[config.mk]
export PLATFORM = sky130hd
export DESIGN_NAME = cpu_boot_ctrl_flat
export DESIGN_NICKNAME = d
export VERILOG_FILES = /design/src/rtl/cpu_boot_ctrl_pkg.sv /design/src/rtl/cpu_boot_ctrl_if.sv /design/src/rtl/cpu_boot_ctrl_timer.sv /design/src/rtl/cpu_boot_ctrl.sv /design/src/flat_wrapper.sv
export SDC_FILE = /design/constraint.sdc
export NUM_CORES = 1
export LEC_CHECK = 0
export CAP_MARGIN = 20
export CORE_ASPECT_RATIO = 1.4
export CORE_MARGIN = 2
export CORE_UTILIZATION = 35
export DETAILED_ROUTE_END_ITERATION = 12
export GPL_TIMING_DRIVEN = 0
export HOLD_SLACK_MARGIN = 0.08
export PLACE_DENSITY = 0.68
export SETUP_SLACK_MARGIN = 0.02
export SLEW_MARGIN = 20
export SYNTH_ARGS = -nofsm -noshare
export SYNTH_HDL_FRONTEND = slang
export SYNTH_SLANG_ARGS = --single-unit
[constraint.sdc]
create_clock -name clk -period 5.2 [get_ports clk]
set_clock_uncertainty 0.05 [all_clocks]
set_input_delay 1.04 -clock clk [delete_from_list [all_inputs] [get_ports clk]]
set_output_delay 1.04 -clock clk [all_outputs]
set_load 0.05 [all_outputs]
[src/rtl/cpu_boot_ctrl_pkg.sv]
// Shared types and constants for the CPU boot/run sequencer.
package cpu_boot_pkg;

  typedef enum logic [2:0] {
    IDLE,
    LOAD,
    RST_HOLD,
    RUN,
    DONE
  } state_t;

  localparam int TGT_IMEM = 0;
  localparam int TGT_DMEM = 1;
  localparam int TGT_REG  = 2;

  localparam int NUM_TGT_DEF = TGT_REG - TGT_IMEM + 1;

endpackage

[src/rtl/cpu_boot_ctrl_if.sv]
// Program-image load port: valid/ready handshake with target, address, data and last flag.
interface cpu_boot_ctrl_if #(
  parameter int TGT_W  = 2,
  parameter int ADDR_W = 10,
  parameter int DATA_W = 32
);
  logic              valid;
  logic              ready;
  logic [TGT_W-1:0]  tgt;
  logic [ADDR_W-1:0] addr;
  logic [DATA_W-1:0] data;
  logic              last;

  modport master (output valid, tgt, addr, data, last, input ready);
  modport slave  (input valid, tgt, addr, data, last, output ready);
endinterface

[src/rtl/cpu_boot_ctrl_timer.sv]
// Shared counter: counts down for the reset-hold length, up for the CPU run length.
module cpu_boot_timer #(
  parameter int W = 16
) (
  input  logic         clk,
  input  logic         reset,
  input  logic         load,
  input  logic         en,
  input  logic         up,
  input  logic [W-1:0] load_val,
  input  logic [W-1:0] tc,
  output logic [W-1:0] cnt,
  output logic         hit
);

  always_ff @(posedge clk) begin
    if (reset) begin
      cnt <= '0;
    end else if (load) begin
      cnt <= load_val;
    end else if (en) begin
      cnt <= up ? cnt + W'(1) : cnt - W'(1);
    end
  end

  assign hit = (cnt == tc);

endmodule

[src/rtl/cpu_boot_ctrl.sv]
// Boot/run sequencer: loads a program image, holds CPU reset, runs it for a programmed count.
// Optional CPU halt detection is enabled by defining CPU_HALT_DETECT_EN.
module cpu_boot_ctrl
  import cpu_boot_pkg::*;
#(
  parameter int ADDR_W    = 10,
  parameter int DATA_W    = 32,
  parameter int NUM_TGT   = NUM_TGT_DEF,
  parameter int RESET_CYC = 4,
  parameter int RUN_W     = 16
) (
  input  logic               clk,
  input  logic               reset,
  input  logic               start,
  input  logic [RUN_W-1:0]   run_cycles,
  cpu_boot_ctrl_if.slave     ld,
  output logic [NUM_TGT-1:0] mem_we,
  output logic [ADDR_W-1:0]  mem_addr,
  output logic [DATA_W-1:0]  mem_wdata,
  output logic               cpu_resetn,
  output logic               busy,
  output logic               done,
  output logic               err,
  output logic [RUN_W-1:0]   cycle_cnt
`ifdef CPU_HALT_DETECT_EN
  ,
  input  logic               cpu_halt,
  output logic               halted
`endif
);

  localparam int TGT_W = (NUM_TGT > 1) ? $clog2(NUM_TGT) : 1;
  localparam logic [TGT_W:0] NUM_TGT_C = (TGT_W + 1)'(NUM_TGT);
  localparam logic [RUN_W-1:0] HOLD_INIT = RUN_W'(RESET_CYC - 1);

  state_t           state_q, state_d;
  logic [RUN_W-1:0] run_q;
  logic             accept, start_go, halt_req;
  logic             t_load, t_en, t_up, t_hit;
  logic [RUN_W-1:0] t_val, t_tc, t_cnt;

`ifdef CPU_HALT_DETECT_EN
  assign halt_req = cpu_halt;
`else
  assign halt_req = 1'b0;
`endif

  assign ld.ready   = (state_q == LOAD);
  assign accept     = ld.valid & ld.ready;
  assign start_go   = start & ((state_q == IDLE) | (state_q == DONE));
  assign cpu_resetn = (state_q == RUN);
  assign busy       = (state_q != IDLE) & (state_q != DONE);
  assign done       = (state_q == DONE);
  // The shared counter only means "cycles run" once RUN has been entered.
  assign cycle_cnt  = ((state_q == RUN) | (state_q == DONE)) ? t_cnt : '0;

  cpu_boot_timer #(.W(RUN_W)) u_timer (
    .clk      (clk),
    .reset    (reset),
    .load     (t_load),
    .en       (t_en),
    .up       (t_up),
    .load_val (t_val),
    .tc       (t_tc),
    .cnt      (t_cnt),
    .hit      (t_hit)
  );

  always_ff @(posedge clk) begin
    if (reset) state_q <= IDLE;
    else       state_q <= state_d;
  end

  always_comb begin
    state_d = state_q;
    t_load  = 1'b0;
    t_en    = 1'b0;
    t_up    = 1'b1;
    t_val   = '0;
    t_tc    = '0;
    case (state_q)
      IDLE, DONE: if (start) state_d = LOAD;
      LOAD: begin
        if (accept && ld.last) begin
          state_d = RST_HOLD;
          t_load  = 1'b1;
          t_val   = HOLD_INIT;
        end
      end
      RST_HOLD: begin
        if (t_hit) begin
          t_load  = 1'b1;
          state_d = (run_q == '0) ? DONE : RUN;
        end else begin
          t_en = 1'b1;
          t_up = 1'b0;
        end
      end
      RUN: begin
        // Hitting run_q-1 on this edge leaves cycle_cnt == run_q in DONE.
        t_tc = run_q - RUN_W'(1);
        t_en = 1'b1;
        if (t_hit || halt_req) state_d = DONE;
      end
      default: state_d = IDLE;
    endcase
  end

  always_ff @(posedge clk) begin
    if (reset) begin
      mem_we    <= '0;
      mem_addr  <= '0;
      mem_wdata <= '0;
      err       <= 1'b0;
      run_q     <= '0;
    end else begin
      mem_we <= '0;
      if (accept) begin
        if ({1'b0, ld.tgt} < NUM_TGT_C) begin
          mem_we    <= NUM_TGT'(1) << ld.tgt;
          mem_addr  <= ld.addr;
          mem_wdata <= ld.data;
        end else begin
          err <= 1'b1;
        end
        if (ld.last) run_q <= run_cycles;
      end
      if (start_go) err <= 1'b0;
    end
  end

`ifdef CPU_HALT_DETECT_EN
  always_ff @(posedge clk) begin
    if (reset)                             halted <= 1'b0;
    else if (start_go)                     halted <= 1'b0;
    else if (state_q == RUN && cpu_halt)   halted <= 1'b1;
  end
`endif

endmodule

[src/flat_wrapper.sv]
// flat-port wrapper written by rule: the top's interface ports become plain ports
module cpu_boot_ctrl_flat import cpu_boot_pkg::*;
#(
  parameter int ADDR_W    = 10,
  parameter int DATA_W    = 32,
  parameter int NUM_TGT   = NUM_TGT_DEF,
  parameter int RESET_CYC = 4,
  parameter int RUN_W     = 16
)
  (clk, reset, start, run_cycles, mem_we, mem_addr, mem_wdata, cpu_resetn, busy, done, err, cycle_cnt, ld_valid, ld_tgt, ld_addr, ld_data, ld_last, ld_ready);
  cpu_boot_ctrl_if #(.TGT_W(2), .ADDR_W(ADDR_W), .DATA_W(DATA_W)) ld_i ();
  input  logic clk;
  input  logic reset;
  input  logic start;
  input  logic [RUN_W-1:0] run_cycles;
  output logic [NUM_TGT-1:0] mem_we;
  output logic [ADDR_W-1:0] mem_addr;
  output logic [DATA_W-1:0] mem_wdata;
  output logic cpu_resetn;
  output logic busy;
  output logic done;
  output logic err;
  output logic [RUN_W-1:0] cycle_cnt;
  input wire logic [$bits(ld_i.valid)-1:0] ld_valid;
  input wire logic [$bits(ld_i.tgt)-1:0] ld_tgt;
  input wire logic [$bits(ld_i.addr)-1:0] ld_addr;
  input wire logic [$bits(ld_i.data)-1:0] ld_data;
  input wire logic [$bits(ld_i.last)-1:0] ld_last;
  output wire logic [$bits(ld_i.ready)-1:0] ld_ready;
  assign ld_i.valid = ld_valid;
  assign ld_i.tgt = ld_tgt;
  assign ld_i.addr = ld_addr;
  assign ld_i.data = ld_data;
  assign ld_i.last = ld_last;
  assign ld_ready = ld_i.ready;
  cpu_boot_ctrl #(.ADDR_W(ADDR_W), .DATA_W(DATA_W), .NUM_TGT(NUM_TGT), .RESET_CYC(RESET_CYC), .RUN_W(RUN_W)) u_core (.clk(clk), .reset(reset), .start(start), .run_cycles(run_cycles), .ld(ld_i), .mem_we(mem_we), .mem_addr(mem_addr), .mem_wdata(mem_wdata), .cpu_resetn(cpu_resetn), .busy(busy), .done(done), .err(err), .cycle_cnt(cycle_cnt));
endmodule
==> impl_metrics.toml, run 1 <==
[sta]
fmax_mhz = 197.7
hold_violations = 0
maxSlewHeadroom = 0.5117
slew_violations = 0
rsz0062_at_grt = "no"
tightest_slew_ns = 0.7258
whs_ns = 0.4063
min_period_over_period = 0.9730
setup_viol = 0
min_period_ns = 5.059
tns_ns = 0

[global_routing]
antenna_found_initial = 0
met2_usage = 0.3760
grt_pass1_wl_um = 21180
grt_use_total = 0.1964
grt_pass1_vias = 4470
grt_max_degree = 19
gr-usage-met1 = 0.1994
grtUsageMet3 = 0.05810
grt_busiest_layer = "met2"
grt_overflow_total = 0

[routing]
first_pass_iters = 4
via_per_inst = 5.249
postRouteAntennaNets = 0
wl_per_cell_um = 15.54
dr_total_vias = 4519
drc = 0
drt_wl_total_um = 13380
drt-initial-drc-count = 158

[pwr]
power_density_nw_per_um2 = 421.7
p_total_w = 0.002723
p_leak_nw = 2.302
peakVddDrop_mv = 0.2210

[synthesis]
yosysTopAreaCell = "dfxtp_1"
synth_compound_area_frac = 0.1933
synth-adder-area-share = 0.05069
synth_cells = 554
syn_area_um2 = 4344
avgSynthCellArea_um2 = 7.841
ys_types = 68
synth_top_family_by_area = "simple AND/OR/NAND/NOR gates"
synth_edf_count = 0
synth_seq_area_share = 0.3733
synth_ff_type = "dfxtp_1"
synth_simple_gate_area_share = 0.2670
yosysWarnings = 0
synth_top_area_frac = 0.3733
synthArstFlopShare = 0
ys_ff_latch = 81
synth_fp_nets = 636
synth_mux_area_frac = 0.004896
synth_xor_area_frac = 0.05444
ys_top_cells_by_area = "dfxtp_1 37%, nand2_1 12%, a21oi_1 8.4%"

[setup_path]
crit_fanout = 8
cp.arrival_ns = 5.24
critPathSlowestCell = "or4_1"
crit_chain = "or4_1, buf_4, o21ai_0, a41oi_1, o32ai_1, nand4b_1, nor3_4, a31oi_4, nand2_2, clkinvlp_4, ha_4, and3_1, a221o_1, o21ai_4, o211a_1, o21ai_1, o211ai_1, buf_4, nor3b_2, a311oi_2, a211oi_1"
crit_top_cell = "buf_4"
critical_path_required_ns = 5.38
end_kind = "register"
crit_buf_inv = 3
cpPeakStageDelay_ns = 0.50
critPathLaunchType = "register"
path_delay_family = "compound AO/OA/AOI/OAI gates"
criticalPathCategory = "register to register"

[layout]
syn_to_final_growth_pct = 48.68
final.fill_count = 1146
layout_commonest_cell = "nand2_1"
most-common-layout-cells = "141 x nand2_1, 129 x clkdlybuf4s50_1, 80 x dfxtp_1"
seq_area_um2 = 1623
multi_input_area_um2 = 2691
antenna-diode-count = 0
post_route_cells_drive_above_1_share = 0.1111
final_net_count = 788

[die]
die-area_um2 = 13330
start_util = 0.3546
io_pins = 131
die_x_um = 98.16
rows = 48
chipHeight_um = 135.8
design.core.area_um2 = 12250

[cts]
cts_tree = "done"
htreeDepth = 3
clk_latency_ns = 0.35
root_buffer = "clkbuf_16"
cts_buffer_depth = 2
ctsHoldBuffers = 0
cts_buffers = 9
cts.clk_slew.worst_paths_ns = 0.07
cts_sinks = 81

[job]
cap_violations = 0

[outcome]
status = "finished, final reports clean"

[place]
hpwl_um = 10180
io_buffers = 129
finalWeightedCongestion = 0.8834

[min_path]
hold_class = "register to register"
[kinds of logic after synthesis]
logic type	Yosys count
buf+inv	45
simple gates	241
compound gates	141
xor+xnor	27
fa+ha+maj	17
flops	81
mux	2
[area by class of cell]
type                       instances  share of cell area
buffer                            30             0.02809
clock buffer                       9             0.03487
clock inverter                     7             0.01375
inverter                          13            0.008136
multi-input combinational        428              0.4167
sequential                        81              0.2513
tap                              150             0.02906
timing repair buffer             143              0.2181
[per-layer routing]
metal,vias up,wire length [um],share of wire
met5,-,0,0
met4,0,352,0.026
met3,26,931,0.070
met2,152,7155,0.53
met1,2113,4944,0.37
li1,2228,-,-
[synthesized netlist by cell type (3+ instances only)]
cell type and instances:
o21ai_0 19, nand4_1 4, nand2_1 142, a41oi_1 3, clkbuf_1 21, and3_1 3, a21oi_1 73, dfxtp_1 81
o21a_1 3, o21ai_1 8, o22ai_1 3, nor4_1 6, a211oi_1 4, or3_1 4, xnor2_1 14, nor2_1 19
inv_1 13, nor3_1 15, nor4b_1 4, xor2_1 13, nor2b_1 15, clkbuf_8 3, ha_1 16, nor3b_1 3
buf_6 5, a21o_1 5, nand3_1 4
[through the flow]
stage          setup slack [ns]  area, um^2    util  instances
4_1_cts                 0.03510        6291  0.5135        854
3_5_place_dp            -0.6466        5823  0.4753        833
5_1_grt                 0.02346        6459  0.5272        861
6_report                 0.1406        6459  0.5272        861
3_3_place_gp            -0.4896        5823  0.4753        833
2_1_floorplan            0.2353        4344       -        554
[registers in the layout, indices dropped and copies added (netlist names)]
| signal | flops |
|---|---|
| u_core.state_q | 3 |
| u_core.mem_we | 3 |
| u_core.u_timer.cnt | 16 |
| u_core.run_q | 16 |
| u_core.mem_wdata | 32 |
| u_core.mem_addr | 10 |
| u_core.err | 1 |
[worst register-to-register path, delay by kind of cell, from the launching register on]
family,cells,cell delay (ns)
compound gates,11,2.11
buf+inv,3,0.64
flops,1,0.42
simple gates,6,1.41
fa+ha+maj,1,0.32
[repair_timing]
action                                  CTS  global route
pin swaps                                 5            17
endpoints found under the setup margin    4             2
buffers inserted                          6             8
endpoints found under the hold margin     0             0
gates resized for setup                  16            20
[report_power, final]
group          internal (W)  switching (W)  total, W
clock network      0.000345       0.000311  0.000656
registers          0.000687      0.0000673  0.000754
logic              0.000563       0.000750   0.00131
total               0.00159        0.00113   0.00272
[final timing paths]
kind / depth (start not counted) / slack (ns) / start / endpoint
worst max-delay path: 21 / 0.14 / u_core.run_q[2]$_SDFFE_PP0P_ / u_core.u_timer.cnt[15]$_SDFFE_PP0P_
worst max register to register: 21 / 0.14 / u_core.run_q[2]$_SDFFE_PP0P_ / u_core.u_timer.cnt[15]$_SDFFE_PP0P_
worst min-delay path: 2 / 0.41 / u_core.mem_wdata[28]$_SDFFE_PP0P_ / u_core.mem_wdata[28]$_SDFFE_PP0P_
worst min register to register: 2 / 0.41 / u_core.mem_wdata[28]$_SDFFE_PP0P_ / u_core.mem_wdata[28]$_SDFFE_PP0P_
Note: power is estimated with default switching activity, not from simulation.
==> inputs of run 2 (changes only) <==
- CORE_ASPECT_RATIO: 1.4 -> 1.1
==> run 2 against run 1 <==
Against the previous run: combinational power down 5%; sequential power about the same; clock power about the same; via count down 1.6%; routed wire length down 5.3%; first-iteration DRC count down 25%; largest cell class unchanged; highest routed layer unchanged; critical endpoint unchanged; sequential share of layout area up 0.56 points.
==> impl_metrics.toml, run 2 (synthesis results as in run 1) <==
[outcome]
status = "finished, final reports clean"

[sta]
maxSlewHeadroom = 0.4682
setup_viol = 0
slew_violations = 0
hold_violations = 0
fmax_mhz = 200.1
min_period_ns = 4.997
tightest_slew_ns = 0.7904
min_period_over_period = 0.9610

[global_routing]
grt_max_degree = 15
grt_pass1_wl_um = 20750
grt_overflow_total = 0
grt_use_total = 0.1975
grt_pass1_vias = 4298
antenna_found_initial = 0

[setup_path]
cp.arrival_ns = 5.16
critical_path_required_ns = 5.36
crit_fanout = 8
end_kind = "register"
worstSetupStartpoint = "u_core.run_q[4]$_SDFFE_PP0P_"
critPathLaunchType = "register"
r2r_cells = 22
r2r_end = "u_core.u_timer.cnt[15]$_SDFFE_PP0P_"
cp-endpoint = "u_core.u_timer.cnt[15]$_SDFFE_PP0P_"
criticalPathCategory = "register to register"
reg2reg_slack_ns = 0.20
timing.rr.start = "u_core.run_q[4]$_SDFFE_PP0P_"

[pwr]
peakVddDrop_mv = 0.1862
p_leak_nw = 2.275
power_density_nw_per_um2 = 420.8

[routing]
drt-initial-drc-count = 119
via_per_inst = 5.160
dr_total_vias = 4448
drt_wl_total_um = 12680
first_pass_iters = 6
drc = 0
wl_per_cell_um = 14.71
postRouteAntennaNets = 0

[min_path]
hold_class = "register to register"

[cts]
clk_latency_ns = 0.34
root_buffer = "clkbuf_16"
htreeDepth = 3
cts_sinks = 81
cts.clk_slew.worst_paths_ns = 0.06
ctsHoldBuffers = 0
cts_tree = "done"
cts_buffers = 9
cts_buffer_depth = 2

[die]
chipHeight_um = 120.8
die_x_um = 110.2
start_util = 0.3594
io_pins = 131
die-area_um2 = 13320
design.core.area_um2 = 12090
rows = 42

[layout]
most-common-layout-cells = "141 x nand2_1, 129 x clkdlybuf4s50_1, 80 x dfxtp_1"
final_net_count = 785
syn_to_final_growth_pct = 45.45
post_route_cells_drive_above_1_share = 0.09322
largest_register = "u_core.mem_wdata"
layout_commonest_cell = "nand2_1"
final_cells = 862
reg_top3 = "u_core.mem_wdata (32), u_core.run_q (16), u_core.u_timer.cnt (16)"
postLayoutCellArea_um2 = 6319
antenna-diode-count = 0
largest_reg_flops = 32

[job]
cap_violations = 0

[place]
placed_area_um2 = 5828
finalWeightedCongestion = 0.8705
io_buffers = 129
dpl.cell_count = 837
hpwl_um = 9690
run 2: cell types whose count changed in the layout (fill, tap and decap cells not counted), sizes merged:
cell      change
clkinv        -5
buf           -3
clkinvlp      +2
bufinv        +1
clkbuf        +2
run 2: metrics by stage:
step | util | TNS [ns] | hold WS [ns] | total power (W) | worst slack [ns]
after floorplan | - | 0 | 0.4085 | 0.001546 | 0.2353
after global placement | 0.4822 | -0.3196 | 0.3921 | 0.001835 | -0.3196
after detailed placement | 0.4822 | -0.5057 | 0.3979 | 0.001868 | -0.5057
after CTS | 0.5127 | 0 | 0.4043 | 0.002557 | 0.06242
after global routing | 0.5228 | -0.01130 | 0.4231 | 0.002825 | -0.01130
final | 0.5228 | 0 | 0.4019 | 0.002659 | 0.2030
run 2: worst max-delay path, stage by stage, from the launching register on:
cell        delay, ns
dfxtp_1          0.31
buf_6            0.13
or4_4            0.52
buf_6            0.15
nor4_2           0.27
xor2_1           0.14
nand2_1          0.16
or4b_4           0.50
o211ai_4         0.13
a31oi_4          0.13
nand2_2          0.12
clkinvlp_4       0.13
buf_4            0.16
ha_4             0.22
and3_1           0.18
a221o_1          0.36
o21ai_2          0.18
o211a_1          0.16
o21ai_0          0.10
o211ai_1         0.18
and3b_2          0.25
a311oi_2         0.22
a211oi_1         0.10
run 2: how the worst min path moves through the flow:
stage,startpoint,endpoint,slack (ns),depth (start not counted)
after CTS,u_core.mem_wdata[0]$_SDFFE_PP0P_,u_core.mem_wdata[0]$_SDFFE_PP0P_,0.40,2
after global routing,u_core.mem_wdata[19]$_SDFFE_PP0P_,u_core.mem_wdata[19]$_SDFFE_PP0P_,0.42,2
after global placement,u_core.mem_wdata[0]$_SDFFE_PP0P_,u_core.mem_wdata[0]$_SDFFE_PP0P_,0.39,2
after detailed placement,u_core.mem_wdata[19]$_SDFFE_PP0P_,u_core.mem_wdata[19]$_SDFFE_PP0P_,0.40,2
final,u_core.mem_wdata[19]$_SDFFE_PP0P_,u_core.mem_wdata[19]$_SDFFE_PP0P_,0.40,2
after floorplan,u_core.u_timer.cnt[10]$_SDFFE_PP0P_,u_core.u_timer.cnt[10]$_SDFFE_PP0P_,0.41,2
run 2: area by class of cell:
class                   instances  area, um^2
multi-input cells             428        2586
flip-flops and latches         81        1623
clock inverters                 5       62.56
clock buffers                  11       242.7
plain buffers                  31       192.7
fillers                      1158        5768
repair buffers                139        1366
inverters                      13       52.55
well taps                     154       192.7
run 2: repair_timing:
item | in CTS | in global routing
pin swaps | 3 | 7
buffers inserted | 5 | 5
endpoints found under the hold margin | 0 | 0
resized for setup | 6 | 15
endpoints found under the setup margin | 2 | 2
run 2: routing by layer:
| metal | track usage | part of all wire | vias up |
|---|---|---|---|
| li1 | - | - | 2224 |
| met1 | 0.2333 | 0.42 | 2064 |
| met2 | 0.3332 | 0.48 | 148 |
| met3 | 0.07062 | 0.088 | 12 |
| met4 | 0.05781 | 0.014 | 0 |
| met5 | 0 | 0 | - |
run 2: power breakdown:
part,internal (W),total (W),switching [W]
sequential,0.000688,0.000754,0.0000668
combinational,0.000518,0.00125,0.000733
clock,0.000389,0.000654,0.000265
total,0.00159,0.00266,0.00106
==> inputs of run 3 (changes only) <==
- PLACE_DENSITY: 0.68 -> default
- SLEW_MARGIN: 20 -> default
==> run 3 against run 2 <==
Against the previous run: critical path depth increased by 1; clock-buffer cell count up 1; clock power down 9.5%; total power decreased by 2.5%; combinational power barely moved; global-route usage about the same; sequential cell count unchanged; maximum frequency is 1.0% lower; critical endpoint unchanged.
==> impl_metrics.toml, run 3 (synthesis results as in run 1) <==
[die]
die-area_um2 = 13320
design.core.area_um2 = 12090
chipHeight_um = 120.8
start_util = 0.3594
io_pins = 131
die_x_um = 110.2
rows = 42

[place]
finalWeightedCongestion = 0.8258
io_buffers = 129
hpwl_um = 9762
dpl.cell_count = 837

[min_path]
hold_class = "register to register"

[global_routing]
grt_pass1_wl_um = 20620
grt_pass1_vias = 4282
grt_use_total = 0.1976
antenna_found_initial = 0
grt_overflow_total = 0
grt_max_degree = 14

[layout]
largest_reg_flops = 32
seq_area_um2 = 1623
final_net_count = 779
most-common-layout-cells = "141 x nand2_1, 129 x clkdlybuf4s50_1, 80 x dfxtp_1"
final_cells = 856
antenna-diode-count = 0
syn_to_final_growth_pct = 44.59
layout_commonest_cell = "nand2_1"
largest_register = "u_core.mem_wdata"
multi_input_area_um2 = 2611
reg_top3 = "u_core.mem_wdata (32), u_core.run_q (16), u_core.u_timer.cnt (16)"
post_route_cells_drive_above_1_share = 0.08832
final.fill_count = 1175

[pwr]
combPwrFrac = 0.480
p_total_w = 0.002591
intPower_w = 0.001538
peakVddDrop_mv = 0.2091
switching_power_w = 0.001053
power.sequential.fraction = 0.292
power_density_nw_per_um2 = 412.5
clkPwrFrac = 0.229
p_leak_nw = 2.215
p_sw_frac = 0.4063

[routing]
drt-initial-drc-count = 211
dr_total_vias = 4416
first_pass_iters = 4
wl_per_cell_um = 15.12
drt_wl_total_um = 12940
via_per_inst = 5.159
drc = 0
postRouteAntennaNets = 0

[cts]
cts_sinks = 81
clk_latency_ns = 0.34
htreeDepth = 3
cts_buffers = 9
cts.clk_slew.worst_paths_ns = 0.06
ctsHoldBuffers = 0
root_buffer = "clkbuf_16"
cts_buffer_depth = 2
cts_tree = "done"

[sta]
tns_ns = 0
slew_violations = 0
fmax_mhz = 198.1
maxSlewHeadroom = 0.5145
hold_violations = 0
min_period_over_period = 0.9709
tightest_slew_ns = 0.7216
whs_ns = 0.4031
setup_viol = 0
min_period_ns = 5.049

[job]
cap_violations = 0

[outcome]
status = "finished, final reports clean"

[setup_path]
crit_fanout = 8
cp.arrival_ns = 5.22
criticalPathCategory = "register to register"
critical_path_required_ns = 5.37
critPathLaunchType = "register"
end_kind = "register"
==> run 3: timing repair <==
action / CTS / global route
gates resized for setup: 5 / 20
setup buffers: 3 / 1
setup endpoints to repair: 2 / 4
pin swaps: 1 / 10
hold endpoints to repair: 0 / 0
==> run 3: routing by layer <==
metal  vias up  part of all wire  global-route usage
met5         -                 0                   0
met4         0             0.014             0.06172
met3        12             0.084             0.07278
met2       134              0.47              0.3198
met1      2063              0.43              0.2422
li1       2207                 -                   -
==> run 3: worst paths after layout <==
path,to,slack (ns),from,cells after the start
worst min-delay path,u_core.mem_wdata[1]$_SDFFE_PP0P_,0.40,u_core.mem_wdata[1]$_SDFFE_PP0P_,2
worst min register to register,u_core.mem_wdata[1]$_SDFFE_PP0P_,0.40,u_core.mem_wdata[1]$_SDFFE_PP0P_,2
worst max-delay path,u_core.u_timer.cnt[15]$_SDFFE_PP0P_,0.15,u_core.run_q[4]$_SDFFE_PP0P_,23
worst max register to register,u_core.u_timer.cnt[15]$_SDFFE_PP0P_,0.15,u_core.run_q[4]$_SDFFE_PP0P_,23
==> run 3: worst max-delay path, cell delays in order, from the launching register on <==
cell        delay, ns
dfxtp_1          0.30
buf_6            0.13
or4_4            0.53
buf_6            0.16
nor4_4           0.25
xor2_1           0.14
nand2_1          0.15
or4b_4           0.49
o211ai_4         0.12
a31oi_4          0.13
nand2_2          0.13
clkinvlp_4       0.13
buf_12           0.15
ha_4             0.22
and3_1           0.18
a221o_1          0.34
o21ai_2          0.25
o211a_1          0.21
o21ai_0          0.09
o211ai_1         0.15
buf_4            0.19
nor3b_2          0.05
a311oi_2         0.29
a211oi_2         0.11
==> run 3: cell type report <==
| cell class | instances | share of cell area |
|---|---|---|
| clock inverter | 4 | 0.004582 |
| inverter | 13 | 0.008367 |
| sequential | 81 | 0.2584 |
| timing repair buffer | 133 | 0.2124 |
| clock buffer | 12 | 0.03924 |
| multi-input combinational | 428 | 0.4157 |
| buffer | 31 | 0.03068 |
| tap | 154 | 0.03068 |
==> run 3: per-stage QoR <==
stage / util / area, um^2 / worst slack, ns
floorplan: - / 4344 / 0.2353
global placement: 0.4822 / 5828 / -0.3093
detailed placement: 0.4822 / 5828 / -0.3781
CTS: 0.5080 / 6140 / 0.06481
global route: 0.5197 / 6281 / -0.05218
finish: 0.5197 / 6281 / 0.1514
==> run 3: power groups by stage <==
stage / Combinational [W] / Clock (W) / Sequential [W]
floorplan: 0.000696 / 0 / 0.000851
global placement: 0.00109 / 0 / 0.000762
detailed placement: 0.00110 / 0 / 0.000765
CTS: 0.00113 / 0.000607 / 0.000752
global route: 0.00135 / 0.000634 / 0.000765
finish: 0.00124 / 0.000592 / 0.000756
